`config.mk`:
```
export PLATFORM = sky130hd
export DESIGN_NAME = alu_seq_flat
export DESIGN_NICKNAME = d
export VERILOG_FILES = /design/src/rtl/alu_pkg.sv /design/src/rtl/alu_seq_if.sv /design/src/rtl/alu_muldiv_iter.sv /design/src/rtl/alu_seq.sv /design/src/flat_wrapper.sv
export SDC_FILE = /design/constraint.sdc
export NUM_CORES = 1
export LEC_CHECK = 0
export ABC_AREA = 1
export BUFFER_PORTS_ARGS = -buffer_cell sky130_fd_sc_hd__buf_4
export CORE_ASPECT_RATIO = 0.7
export CORE_MARGIN = 3
export CORE_UTILIZATION = 28
export DETAILED_ROUTE_END_ITERATION = 8
export GPL_TIMING_DRIVEN = 0
export HOLD_SLACK_MARGIN = 0.1
export MAX_ROUTING_LAYER = met4
export PLACE_DENSITY = 0.51
export SETUP_SLACK_MARGIN = 0.1
export SYNTH_ARGS = -nofsm -noshare
export SYNTH_HDL_FRONTEND = slang
export SYNTH_SLANG_ARGS = --single-unit
export TNS_END_PERCENT = 30
```
`constraint.sdc`:
```
create_clock -name clk -period 3.5 [get_ports clk]
set_clock_uncertainty 0.1 [all_clocks]
set_input_delay 0.35 -clock clk [delete_from_list [all_inputs] [get_ports clk]]
set_output_delay 0.35 -clock clk [all_outputs]
set_load 0.005 [all_outputs]
```
`src/rtl/alu_pkg.sv`:
```
// Shared types for the execute-stage ALU: opcodes, FSM states, default width.
package alu_pkg;

  localparam int unsigned XLEN_DEFAULT = 32;

  typedef enum logic [4:0] {
    OpAdd    = 5'h00,
    OpSub    = 5'h01,
    OpAnd    = 5'h02,
    OpOr     = 5'h03,
    OpSll    = 5'h04,
    OpSlt    = 5'h05,
    OpSrl    = 5'h06,
    OpSltu   = 5'h07,
    OpXor    = 5'h08,
    OpSra    = 5'h09,
    OpMul    = 5'h10,
    OpMulh   = 5'h11,
    OpMulhsu = 5'h12,
    OpMulhu  = 5'h13,
    OpDiv    = 5'h14,
    OpDivu   = 5'h15,
    OpRem    = 5'h16,
    OpRemu   = 5'h17
  } alu_op_e;

  typedef enum logic [1:0] {
    StIdle = 2'd0,
    StIter = 2'd1,
    StDone = 2'd2
  } alu_state_e;

  function automatic logic is_muldiv(logic [4:0] op);
    return op[4:3] == 2'b10;
  endfunction

endpackage

```
`src/rtl/alu_seq_if.sv`:
```
// Request/response bundle between issue, the ALU and writeback.
interface alu_seq_if #(
  parameter int unsigned XLEN = alu_pkg::XLEN_DEFAULT
);
  logic            in_valid;
  logic            in_ready;
  logic [4:0]      alu_ctrl;
  logic [XLEN-1:0] src1;
  logic [XLEN-1:0] src2;
  logic            out_valid;
  logic            out_ready;
  logic [XLEN-1:0] alu_res;
  logic            zero;

  modport master (
    output in_valid, alu_ctrl, src1, src2, out_ready,
    input  in_ready, out_valid, alu_res, zero
  );

  modport slave (
    input  in_valid, alu_ctrl, src1, src2, out_ready,
    output in_ready, out_valid, alu_res, zero
  );
endinterface

```
`src/rtl/alu_muldiv_iter.sv`:
```
// One-bit-per-cycle multiply (shift-add) / divide (restoring) engine on magnitudes,
// with sign fixup folded into the result of the final step.
module alu_muldiv_iter import alu_pkg::*; #(
  parameter int unsigned XLEN = XLEN_DEFAULT
) (
  input  logic            clk,
  input  logic            rst,
  input  logic            start,
  input  logic            iter,
  input  logic [4:0]      op,
  input  logic [XLEN-1:0] a,
  input  logic [XLEN-1:0] b,
  output logic            last,
  output logic [XLEN-1:0] res
);
  localparam int unsigned CW = $clog2(XLEN);

  logic [2*XLEN-1:0] prod_q, prod_d, full;
  logic [XLEN-1:0]   mag_q, hi, lo, mag_a, mag_b, quo, rem;
  logic [XLEN:0]     sum, r_sh, diff;
  logic [4:0]        op_q;
  logic              neg_q, sa, sb, neg_start;
  logic [CW-1:0]     cnt_q;

  always_comb begin
    sa        = (op == OpMulh || op == OpMulhsu || op == OpDiv || op == OpRem) && a[XLEN-1];
    sb        = (op == OpMulh || op == OpDiv || op == OpRem) && b[XLEN-1];
    mag_a     = sa ? -a : a;
    mag_b     = sb ? -b : b;
    // Remainder follows the dividend; everything else follows the operand sign xor.
    neg_start = (op == OpRem || op == OpRemu) ? sa : (sa ^ sb);
  end

  // prod holds {product_hi, multiplier} for MUL*, {remainder, dividend/quotient} for DIV*.
  always_comb begin
    hi   = prod_q[2*XLEN-1:XLEN];
    lo   = prod_q[XLEN-1:0];
    sum  = {1'b0, hi} + (lo[0] ? {1'b0, mag_q} : {(XLEN+1){1'b0}});
    r_sh = {hi, lo[XLEN-1]};
    diff = r_sh - {1'b0, mag_q};
    if (op_q[2]) begin
      prod_d = diff[XLEN] ? {r_sh[XLEN-1:0], lo[XLEN-2:0], 1'b0}
                          : {diff[XLEN-1:0], lo[XLEN-2:0], 1'b1};
    end else begin
      prod_d = {sum, lo[XLEN-1:1]};
    end
  end

  always_comb begin
    res  = '0;
    full = neg_q ? -prod_d : prod_d;
    quo  = prod_d[XLEN-1:0];
    rem  = prod_d[2*XLEN-1:XLEN];
    case (op_q)
      OpMul:                     res = full[XLEN-1:0];
      OpMulh, OpMulhsu, OpMulhu: res = full[2*XLEN-1:XLEN];
      OpDiv, OpDivu:             res = neg_q ? -quo : quo;
      OpRem, OpRemu:             res = neg_q ? -rem : rem;
      default:                   res = '0;
    endcase
  end

  assign last = iter && (cnt_q == CW'(XLEN - 1));

  always_ff @(posedge clk) begin
    if (rst) begin
      prod_q <= '0;
      mag_q  <= '0;
      op_q   <= '0;
      neg_q  <= 1'b0;
      cnt_q  <= '0;
    end else if (start) begin
      prod_q <= {{XLEN{1'b0}}, mag_a};
      mag_q  <= mag_b;
      op_q   <= op;
      neg_q  <= neg_start;
      cnt_q  <= '0;
    end else if (iter) begin
      prod_q <= prod_d;
      cnt_q  <= cnt_q + CW'(1);
    end
  end

endmodule

```
`src/rtl/alu_seq.sv`:
```
// Handshaked execute-stage ALU with registered result. Define ALU_SEQ_MULDIV_EN to build
// the iterative M-extension engine; otherwise opcodes 0x10-0x17 return 0 in one cycle.
module alu_seq import alu_pkg::*; #(
  parameter int unsigned XLEN = XLEN_DEFAULT
) (
  input logic       clk,
  input logic       rst,
  alu_seq_if.slave  bus
);
  localparam int unsigned SHW = $clog2(XLEN);

  alu_state_e      state_q, state_d;
  logic [XLEN-1:0] res_q, res_d, alu_res_c, a, b;
  logic [SHW-1:0]  shamt;
  logic            accept;

  assign a     = bus.src1;
  assign b     = bus.src2;
  assign shamt = b[SHW-1:0];

  assign bus.in_ready  = (state_q == StIdle) || (state_q == StDone && bus.out_ready);
  assign bus.out_valid = (state_q == StDone);
  assign bus.alu_res   = res_q;
  assign bus.zero      = (res_q == '0);
  assign accept        = bus.in_valid && bus.in_ready;

`ifdef ALU_SEQ_MULDIV_EN
  localparam logic [XLEN-1:0] MinInt = {1'b1, {(XLEN-1){1'b0}}};

  logic            is_div_op, ovf, special, iter_op, start, last;
  logic [XLEN-1:0] eng_res;

  // Divide-by-zero and signed overflow resolve in one cycle from the single-cycle path.
  assign is_div_op = (bus.alu_ctrl[4:2] == 3'b101);
  assign ovf       = (bus.alu_ctrl == OpDiv || bus.alu_ctrl == OpRem) && a == MinInt && b == '1;
  assign special   = is_div_op && (b == '0 || ovf);
  assign iter_op   = is_muldiv(bus.alu_ctrl) && !special;

  alu_muldiv_iter #(
    .XLEN (XLEN)
  ) u_muldiv (
    .clk   (clk),
    .rst   (rst),
    .start (start),
    .iter  (state_q == StIter),
    .op    (bus.alu_ctrl),
    .a     (a),
    .b     (b),
    .last  (last),
    .res   (eng_res)
  );
`endif

  always_comb begin
    alu_res_c = '0;
    case (bus.alu_ctrl)
      OpAdd:  alu_res_c = a + b;
      OpSub:  alu_res_c = a + ~b + XLEN'(1);
      OpAnd:  alu_res_c = a & b;
      OpOr:   alu_res_c = a | b;
      OpXor:  alu_res_c = a ^ b;
      OpSll:  alu_res_c = a << shamt;
      OpSrl:  alu_res_c = a >> shamt;
      OpSra:  alu_res_c = $signed(a) >>> shamt;
      OpSlt:  alu_res_c = {{(XLEN-1){1'b0}}, $signed(a) < $signed(b)};
      OpSltu: alu_res_c = {{(XLEN-1){1'b0}}, a < b};
`ifdef ALU_SEQ_MULDIV_EN
      OpDiv, OpDivu: alu_res_c = (b == '0) ? '1 : a;
      OpRem, OpRemu: alu_res_c = (b == '0) ? a : '0;
`endif
      default: alu_res_c = '0;
    endcase
  end

  always_comb begin
    state_d = state_q;
    res_d   = res_q;
`ifdef ALU_SEQ_MULDIV_EN
    start   = 1'b0;
`endif
    if (accept) begin
`ifdef ALU_SEQ_MULDIV_EN
      if (iter_op) begin
        start   = 1'b1;
        state_d = StIter;
      end else
`endif
      begin
        res_d   = alu_res_c;
        state_d = StDone;
      end
    end else begin
      case (state_q)
`ifdef ALU_SEQ_MULDIV_EN
        StIter: begin
          if (last) begin
            res_d   = eng_res;
            state_d = StDone;
          end
        end
`endif
        StDone: if (bus.out_ready) state_d = StIdle;
        default: ;
      endcase
    end
  end

  always_ff @(posedge clk) begin
    if (rst) begin
      state_q <= StIdle;
      res_q   <= '0;
    end else begin
      state_q <= state_d;
      res_q   <= res_d;
    end
  end

endmodule
```
`src/flat_wrapper.sv`:
```
// flat-port wrapper written by rule: the top's interface ports become plain ports
module alu_seq_flat import alu_pkg::*;
#(
  parameter int unsigned XLEN = XLEN_DEFAULT
)
  (clk, rst, bus_in_valid, bus_alu_ctrl, bus_src1, bus_src2, bus_out_ready, bus_in_ready, bus_out_valid, bus_alu_res, bus_zero);
  alu_seq_if #(.XLEN(XLEN)) bus_i ();
  input logic clk;
  input logic rst;
  input wire logic [$bits(bus_i.in_valid)-1:0] bus_in_valid;
  input wire logic [$bits(bus_i.alu_ctrl)-1:0] bus_alu_ctrl;
  input wire logic [$bits(bus_i.src1)-1:0] bus_src1;
  input wire logic [$bits(bus_i.src2)-1:0] bus_src2;
  input wire logic [$bits(bus_i.out_ready)-1:0] bus_out_ready;
  output wire logic [$bits(bus_i.in_ready)-1:0] bus_in_ready;
  output wire logic [$bits(bus_i.out_valid)-1:0] bus_out_valid;
  output wire logic [$bits(bus_i.alu_res)-1:0] bus_alu_res;
  output wire logic [$bits(bus_i.zero)-1:0] bus_zero;
  assign bus_i.in_valid = bus_in_valid;
  assign bus_i.alu_ctrl = bus_alu_ctrl;
  assign bus_i.src1 = bus_src1;
  assign bus_i.src2 = bus_src2;
  assign bus_i.out_ready = bus_out_ready;
  assign bus_in_ready = bus_i.in_ready;
  assign bus_out_valid = bus_i.out_valid;
  assign bus_alu_res = bus_i.alu_res;
  assign bus_zero = bus_i.zero;
  alu_seq #(.XLEN(XLEN)) u_core (.clk(clk), .rst(rst), .bus(bus_i));
endmodule
```
==> results.json, run 1 <==
{
  "area_growth_pct": 14.5,
  "drc": 0,
  "vias": 16400,
  "fp.dieW_microns": 250,
  "drtIter0Drc": 2196,
  "grt_pass1_wl_microns": 108000,
  "ioPinCount": 108,
  "gp_congestion": 1.03,
  "path_delay_family": "simple AND/OR/NAND/NOR gates",
  "antenna_cells": 0,
  "postCtsHoldBufs": 0,
  "hold_class": "primary input to flop",
  "syn_nets": 2465,
  "synth_edf_count": 0,
  "syn_inst": 2291,
  "synth_top_area_cell": "nand2_1",
  "total_leakage_power_nw": 7.40,
  "antenna_left": 0,
  "start_kind": "primary input",
  "post-place-cells": 2932,
  "yosys.cell_types.count": 48,
  "drv_slew": 0,
  "core_area_sq_mm": 0.0404,
  "critPathBufInv": 3,
  "grt.total_usage": 0.350,
  "rows": 61,
  "synth_seq_cells": 33,
  "ys_seq_area_frac": 0.0567,
  "vias_per_cell": 5.58,
  "fin_crit_ps": 3370,
  "wl_per_cell_microns": 26.5,
  "max_stage_delay_ps": 700,
  "max_cap_violations": 0,
  "layout.cells.non_filler": 2941,
  "critical_path_required_ps": 3560,
  "synth_area_sq_mm": 0.0116,
  "syn_area_per_cell_sq_um": 5.08,
  "dpl_cell_area_sq_mm": 0.0131,
  "async_flop_share": 0,
  "grt_max_degree": 13,
  "root_buffer": "clkbuf_16",
  "cpMostUsedCell": "nand2_1",
  "drive_gt1_frac": 0.105,
  "cts_tree": "yes",
  "synth_top_flop_cell": "dfxtp_1",
  "clockBufferDepth": 2,
  "final_cell_area_sq_mm": 0.0133,
  "clk_pin_slew_worst_paths_ps": 50,
  "path_class": "primary input to flop",
  "routed_wl_microns": 78000,
  "dr.pass1.iters": 6,
  "slew_headroom": 0.346,
  "rsz0062_at_grt": "yes",
  "yosysWarnings": 0,
  "final_nets": 2579,
  "worstPathMaxFanout": 10,
  "die_height_microns": 177,
  "outcome": "finished, final reports clean",
  "htree_levels": 2,
  "tightestPinTransition_ps": 981,
  "worstPathArrival_ps": 3420,
  "setup.worst_path.end_class": "flop",
  "cts_made_buffers": 5,
  "cpMaxStageDelayCell": "nor2_1",
  "power_density_mw_per_mm2": 206,
  "yosys-top-cells-count": "792 x nand2_1, 430 x nand3_1, 310 x inv_1, 171 x nor2_1, 108 x a21oi_1",
  "grt_pass1_vias": 14700,
  "antenna_found_initial": 4,
  "cp_cell_sequence": "buf_4 > buf_4 > nor2_1 > inv_1 > nand2_1 > o21ai_0 > nand2_1 > nand2_1 > o21ai_1 > nand3_1 > nor2_1 > nand2_1 > nand2_1 > a21oi_1",
  "yosysMostFrequentCell": "nand2_1",
  "grt_overflow": 0,
  "initial_core_util": 0.288,
  "timing.fmax_ghz": 0.297,
  "fin_crit_sh": 0.962,
  "synth.area.top_cells": "nand2_1 26%, nand3_1 18%, ha_1 11%",
  "power_mw": 2.74,
  "hold_viol_final": 0,
  "die_area_sq_mm": 0.0441,
  "worstSkewPairLatency_ps": 270,
  "yosysTopAreaCellShare": 0.255,
  "final_util": 0.330,
  "peakVddDrop_uv": 351,
  "dp_hpwl_microns": 67300,
  "setup_viol": 0,
  "io_buffers": 106,
  "cts_sinks": 33
}
[what timing repair did]
item                       CTS  global route
buffers inserted             0             1
setup endpoints to repair   16            29
pin swaps                    1             1
resized for setup           15            13
gates cloned                 0             0
[placed cells by master (no fill, tap or decap), drive strengths merged, types with 31 or more instances in the layout]
cell,count
a21oi,108
buf,185
clkbuf,31
dfxtp,33
ha,99
inv,325
nand2,799
nand3,433
nand4,35
nor2,186
o21ai,63
[cell families (layout without fill, tap and decap cells)]
| group | after synthesis | count (layout) | synth area share |
|---|---|---|---|
| AND/OR/NAND/NOR | 1505 | 1505 | 0.569 |
| buffers and inverters | 428 | 543 | 0.156 |
| flip-flops | 33 | 33 | 0.0567 |
| adder cells (fa/ha/maj) | 101 | 101 | 0.110 |
| AO/OA/AOI/OAI | 221 | 221 | 0.105 |
| multiplexers | 3 | 3 | 0.00365 |
[metrics by stage]
step           setup WS, ps  TNS (ps)  hold WS, ps
5_1_grt                80.8         0          305
4_1_cts                67.2         0          261
6_report                134         0          267
3_5_place_dp           -890     -7250          375
2_1_floorplan           821         0          374
3_3_place_gp           -855     -7310          374
[area by class of cell]
class	instances	area (sq um)
inverters	327	1250
fillers	4900	27000
multi-input cells	1830	9220
flip-flops and latches	33	661
plain buffers	101	592
clock buffers	8	136
well taps	535	669
repair buffers	107	803
[metal layers]
metal  routed length [microns]  GRT usage  vias up  part of all wire
li1                          -          -     7597                 -
met1                     39400      0.547     7821              0.50
met2                     27800      0.439      948              0.36
met3                      9980      0.103       43              0.13
met4                       815     0.0353        0             0.010
met5                         0          -        -                 0
[state kept, by name, indices dropped and copies added, names as in the netlist]
register / cells
u_core.state_q: 1
u_core.bus.alu_res: 32
[worst register-to-register path, delay by kind of cell (launching register included)]
kind | cells | cell delay (ps)
buf+inv | 2 | 690
compound gates | 2 | 430
flops | 1 | 300
simple gates | 2 | 300
[where the power goes]
group          switching, mW  leakage (nW)  internal, mW
sequential            0.0122         0.268         0.391
combinational           1.40          7.07         0.523
clock                  0.148        0.0652         0.264
[worst paths after layout]
kind	start	end	slack, ps	cells after the start
worst max-delay path	bus_src2[1]	u_core.bus.alu_res[13]	130	14
worst min-delay path	rst	u_core.bus.alu_res[12]	270	2
worst max register to register	u_core.state_q[1]	u_core.bus.alu_res[21]	1590	6
worst min register to register	u_core.bus.alu_res[0]	u_core.bus.alu_res[0]	380	2
No activity file was read; power rests on OpenSTA's default activity.
==> run 2, diff against run 1 <==
- CTS_BUF_LIST: unset -> sky130_fd_sc_hd__clkbuf_2 sky130_fd_sc_hd__clkbuf_4 sky130_fd_sc_hd__clkbuf_8
==> run 2 against run 1 <==
Setup slack better by 15 ps. Combinational power barely moved. Critical path depth shrank 2. Highest routed layer unchanged.
==> results.json, run 2 (same netlist as run 1, synthesis figures left out) <==
{
  "outcome": "finished, final reports clean",
  "critPathBufInv": 3,
  "cpMaxStageDelayCell": "nand4_1",
  "hold_depth": 2,
  "max_cap_violations": 0,
  "mostFrequentLayoutCells": "790 x nand2_1, 427 x nand3_1, 308 x inv_1",
  "hold_class": "primary input to flop",
  "cts_tree": "yes",
  "path_class": "primary input to flop",
  "grt_overflow": 0,
  "layout.cells.non_filler": 2941,
  "clockBufferDepth": 2,
  "antenna_found_initial": 4,
  "path_delay_family": "simple AND/OR/NAND/NOR gates",
  "critical_path_required_ps": 3560,
  "swShare": 0.590,
  "r2r_end": "u_core.bus.alu_res[21]",
  "pwr-share-comb": 0.734,
  "rsz0062_at_grt": "no",
  "hold_viol_final": 0,
  "largest_reg_flops": 32,
  "core_area_sq_mm": 0.0404,
  "final_common_cell": "nand2_1",
  "vias_per_cell": 5.57,
  "grt_pass1_vias": 14700,
  "area_growth_pct": 14.1,
  "total_leakage_power_nw": 7.38,
  "fin_crit_ps": 3350,
  "dpl_cell_area_sq_mm": 0.0131,
  "internal-power_mw": 1.08,
  "final_nets": 2579,
  "p_sw_mw": 1.55,
  "antenna_cells": 0,
  "dr.pass1.iters": 5,
  "cp_cell_sequence": "buf_4 > buf_4 > buf_2 > nand3_1 > nand3_1 > nand2_1 > o21ai_0 > nor2_1 > nor2_1 > nand4_1 > nand2_1 > a21oi_1",
  "htree_levels": 2,
  "grt_pass1_wl_microns": 108000,
  "die_height_microns": 177,
  "die_area_sq_mm": 0.0441,
  "routed_wl_microns": 78100,
  "start_kind": "primary input",
  "r2r_start": "u_core.state_q[1]",
  "dp_hpwl_microns": 67300,
  "drtIter0Drc": 2268,
  "setup_viol": 0,
  "max_stage_delay_ps": 510,
  "drc": 0,
  "cts_made_buffers": 5,
  "postCtsHoldBufs": 0,
  "post-place-cells": 2932,
  "cp-startpoint": "bus_src2[1]",
  "min_from": "rst",
  "power_density_mw_per_mm2": 198,
  "reg2reg_depth": 6,
  "worstSkewPairLatency_ps": 280,
  "ioPinCount": 108,
  "initial_core_util": 0.288,
  "antenna_left": 0,
  "final_cell_area_sq_mm": 0.0133,
  "rows": 61,
  "pwr-share-seq": 0.153,
  "slew_headroom": 0.318,
  "tightestPinTransition_ps": 1020,
  "worstPathArrival_ps": 3410,
  "power_mw": 2.63,
  "clock_power_share": 0.113,
  "fin_crit_sh": 0.957,
  "drive_gt1_frac": 0.106,
  "vias": 16400,
  "grt.total_usage": 0.350,
  "min_to": "u_core.bus.alu_res[12]",
  "reg2reg_slack_ps": 1590,
  "clk_pin_slew_worst_paths_ps": 70,
  "wl_per_cell_microns": 26.5,
  "grt_max_degree": 13,
  "setup.worst_path.end_class": "flop",
  "worstPathMaxFanout": 10,
  "fp.dieW_microns": 250,
  "peakVddDrop_uv": 248,
  "io_buffers": 106,
  "timing.fmax_ghz": 0.298,
  "gp_congestion": 1.03,
  "cts_sinks": 33,
  "root_buffer": "clkbuf_8",
  "drv_slew": 0
}
==> run 2: cell counts in the layout (fill, tap and decap cells not counted) <==
No cell type changed its count.
==> run 2: final cells by class <==
class                           count  area (sq um)
Buffer                            101           589
Clock buffer                        8          91.3
Fill cell                        4903         27100
Inverter                          327          1250
Multi-Input combinational cell   1830          9220
Sequential cell                    33           661
Tap cell                          535           669
Timing Repair Buffer              107           803
==> run 2: power by group through the flow <==
stage	logic (mW)	clock network, mW	registers [mW]
floorplan	1.07	0	0.409
CTS	1.84	0.303	0.402
finish	1.93	0.297	0.402
detailed placement	1.82	0	0.410
global route	2.06	0.319	0.404
global placement	1.84	0	0.410
==> run 2: worst reg2reg max path, stage by stage, from the launching register on <==
cell	delay, ps
dfxtp_1	310
nand2_1	120
nand2_1	180
inv_1	340
buf_2	350
o21ai_1	240
a21oi_1	190
==> run 2: per-layer routing <==
layer	routed length (microns)	track usage	vias up	share of wire
met3	9570	0.103	41	0.12
met5	0	-	-	0
li1	-	-	7600	-
met4	765	0.0353	0	0.0098
met2	28000	0.439	873	0.36
met1	39700	0.547	7875	0.51
==> run 2: repair_timing <==
item / 4_1_cts / 5_1_grt
resized for setup: 10 / 20
cloned: 0 / 0
pin swaps: 1 / 1
buffers inserted: 0 / 1
endpoints found under the setup margin: 16 / 31
==> run 2: worst max path at each step <==
stage / cells past startpoint / slack (ps) / end
after floorplan: 19 / 820 / u_core.bus.alu_res[0]
after global placement: 17 / -860 / u_core.bus.alu_res[14]
after detailed placement: 17 / -890 / u_core.bus.alu_res[14]
after CTS: 17 / 10 / u_core.bus.alu_res[14]
after global routing: 17 / 100 / u_core.bus.alu_res[22]
final: 12 / 150 / u_core.bus.alu_res[10]
==> run 2: through the flow <==
stage | hold WS [ps] | setup WS, ps | util | setup TNS, ps
final | 257 | 149 | 0.329 | 0
after global routing | 288 | 103 | 0.329 | 0
after CTS | 253 | 9.86 | 0.327 | 0
after detailed placement | 375 | -890 | 0.325 | -7250
after global placement | 374 | -855 | 0.325 | -7310
after floorplan | 374 | 821 | - | 0
==> run 3, diff against run 2 <==
- PLACE_DENSITY: 0.51 -> 0.47
==> run 3 against run 2 <==
Register-to-register slack gained 40 ps. Setup slack better by 19 ps. Final area up 0.15%. Combinational power about the same. Hold slack about the same. Maximum frequency up 0.56%. Non-clock buffer count did not move. Clock power rose by 6.7%. Via count down 1.2%. Largest cell class unchanged. Critical path depth up 4.
==> results.json, run 3 (same netlist as run 1, synthesis figures left out) <==
{
  "reg2reg_slack_ps": 1630,
  "clockBufferDepth": 2,
  "dr.pass1.iters": 6,
  "post-place-cells": 2932,
  "reg2reg_depth": 6,
  "hold_depth": 2,
  "grt_pass1_wl_microns": 106000,
  "cp_cell_sequence": "buf_4 > buf_4 > inv_4 > buf_6 > buf_6 > fa_1 > inv_2 > nand3_1 > nand3_1 > nand2_1 > nand2_1 > nand2_1 > nand3_1 > nand3_1 > o21ai_1 > a21oi_1",
  "cts_tree": "yes",
  "dpl_cell_area_sq_mm": 0.0131,
  "tightestPinTransition_ps": 1020,
  "dp_hpwl_microns": 67400,
  "antenna_found_initial": 3,
  "die_area_sq_mm": 0.0441,
  "final_common_cell": "nand2_1",
  "max_cap_violations": 0,
  "final_util": 0.330,
  "cts_made_buffers": 5,
  "timing.fmax_ghz": 0.300,
  "critical_path_required_ps": 3550,
  "initial_core_util": 0.288,
  "setup_viol": 0,
  "hold_class": "primary input to flop",
  "rsz0062_at_grt": "no",
  "max_stage_delay_ps": 480,
  "worstPathMaxFanout": 12,
  "slew_headroom": 0.320,
  "fin_crit_sh": 0.952,
  "wl_per_cell_microns": 26.5,
  "grt_overflow": 0,
  "antenna_left": 0,
  "r2r_end": "u_core.bus.alu_res[8]",
  "grt_max_degree": 13,
  "cp-startpoint": "bus_src2[1]",
  "fp.dieW_microns": 250,
  "worstPathArrival_ps": 3390,
  "io_buffers": 106,
  "largest_reg_flops": 32,
  "area_growth_pct": 14.3,
  "path_class": "primary input to flop",
  "vias": 16200,
  "outcome": "finished, final reports clean",
  "mostFrequentLayoutCells": "789 x nand2_1, 427 x nand3_1, 308 x inv_1",
  "root_buffer": "clkbuf_8",
  "fin_crit_ps": 3330,
  "ioPinCount": 108,
  "final_cell_area_sq_mm": 0.0133,
  "final_nets": 2579,
  "drv_slew": 0,
  "grt.total_usage": 0.346,
  "clk_pin_slew_worst_paths_ps": 70,
  "core_area_sq_mm": 0.0404,
  "die_height_microns": 177,
  "fillCellCount": 4798,
  "drive_gt1_frac": 0.106,
  "layout.cells.non_filler": 2943,
  "power_density_mw_per_mm2": 199,
  "vias_per_cell": 5.50,
  "hold_viol_final": 0,
  "cpMostUsedCell": "nand3_1",
  "drtIter0Drc": 2313,
  "htree_levels": 2,
  "r2r_start": "u_core.state_q[1]",
  "setup.worst_path.end_class": "flop",
  "cpMaxStageDelayCell": "fa_1",
  "grt_pass1_vias": 14200,
  "start_kind": "primary input",
  "postCtsHoldBufs": 0,
  "peakVddDrop_uv": 271,
  "gp_congestion": 1.04,
  "cp-endpoint": "u_core.bus.alu_res[8]",
  "total_leakage_power_nw": 7.39,
  "routed_wl_microns": 77900,
  "drc": 0,
  "power_mw": 2.64,
  "worstSkewPairLatency_ps": 290,
  "cts_sinks": 33,
  "rows": 61
}
-- run 3: cell count changes in the layout (fill, tap and decap cells not counted), moves of 2 or more --
cell,before,now
buf_6,14,16
clkbuf_4,5,2
o21ai_0,40,42
clkbuf_8,5,7
diode_2,0,2
-- run 3: power breakdown --
group          leakage, nW  internal [mW]  total, mW  switching (mW)
clock               0.0543          0.178      0.317           0.139
combinational         7.07          0.524       1.93            1.40
sequential           0.268          0.390      0.401          0.0113
total                 7.39           1.09       2.64            1.55
-- run 3: cell type report --
cell class              count  area [sq um]  area share
diodes                      2          5.00    0.000376
plain buffers             101           599      0.0450
clock buffers               7          96.3     0.00724
clock inverters             1          5.00    0.000376
inverters                 327          1250      0.0940
multi-input cells        1830          9220       0.693
flip-flops and latches     33           661      0.0496
well taps                 535           669      0.0503
repair buffers            107           803      0.0604
-- run 3: critical path, delay by kind of cell --
kind,cells,cell delay [ps]
AO/OA/AOI/OAI,2,560
buffers and inverters,6,1020
AND/OR/NAND/NOR,7,950
adder cells (fa/ha/maj),1,480
-- run 3: what timing repair did --
| action | CTS | global route |
|---|---|---|
| endpoints found under the setup margin | 18 | 21 |
| pin swaps | 1 | 4 |
| gates resized for setup | 12 | 17 |
| setup buffers | 0 | 1 |
-- run 3: worst min-delay path by stage --
stage,end,slack [ps],from
floorplan,u_core.bus.alu_res[11],370,u_core.bus.alu_res[11]
global placement,u_core.bus.alu_res[20],370,u_core.bus.alu_res[20]
detailed placement,u_core.bus.alu_res[0],380,u_core.bus.alu_res[0]
CTS,u_core.bus.alu_res[12],250,rst
global route,u_core.state_q[1],280,bus_out_ready
finish,u_core.bus.alu_res[14],260,rst
-- run 3: through the flow --
stage,worst slack [ps],hold WS [ps],setup TNS (ps)
2_1_floorplan,821,374,0
3_3_place_gp,-860,373,-9640
3_5_place_dp,-830,375,-8970
4_1_cts,73.3,245,0
5_1_grt,104,279,0
6_report,168,256,0
-- run 3: per-layer routing --
layer	global-route usage	routed length [microns]	vias up
li1	-	-	7611
met1	0.525	38200	7618
met2	0.423	27400	895
met3	0.129	10900	61
met4	0.0563	1410	0
met5	-	0	-
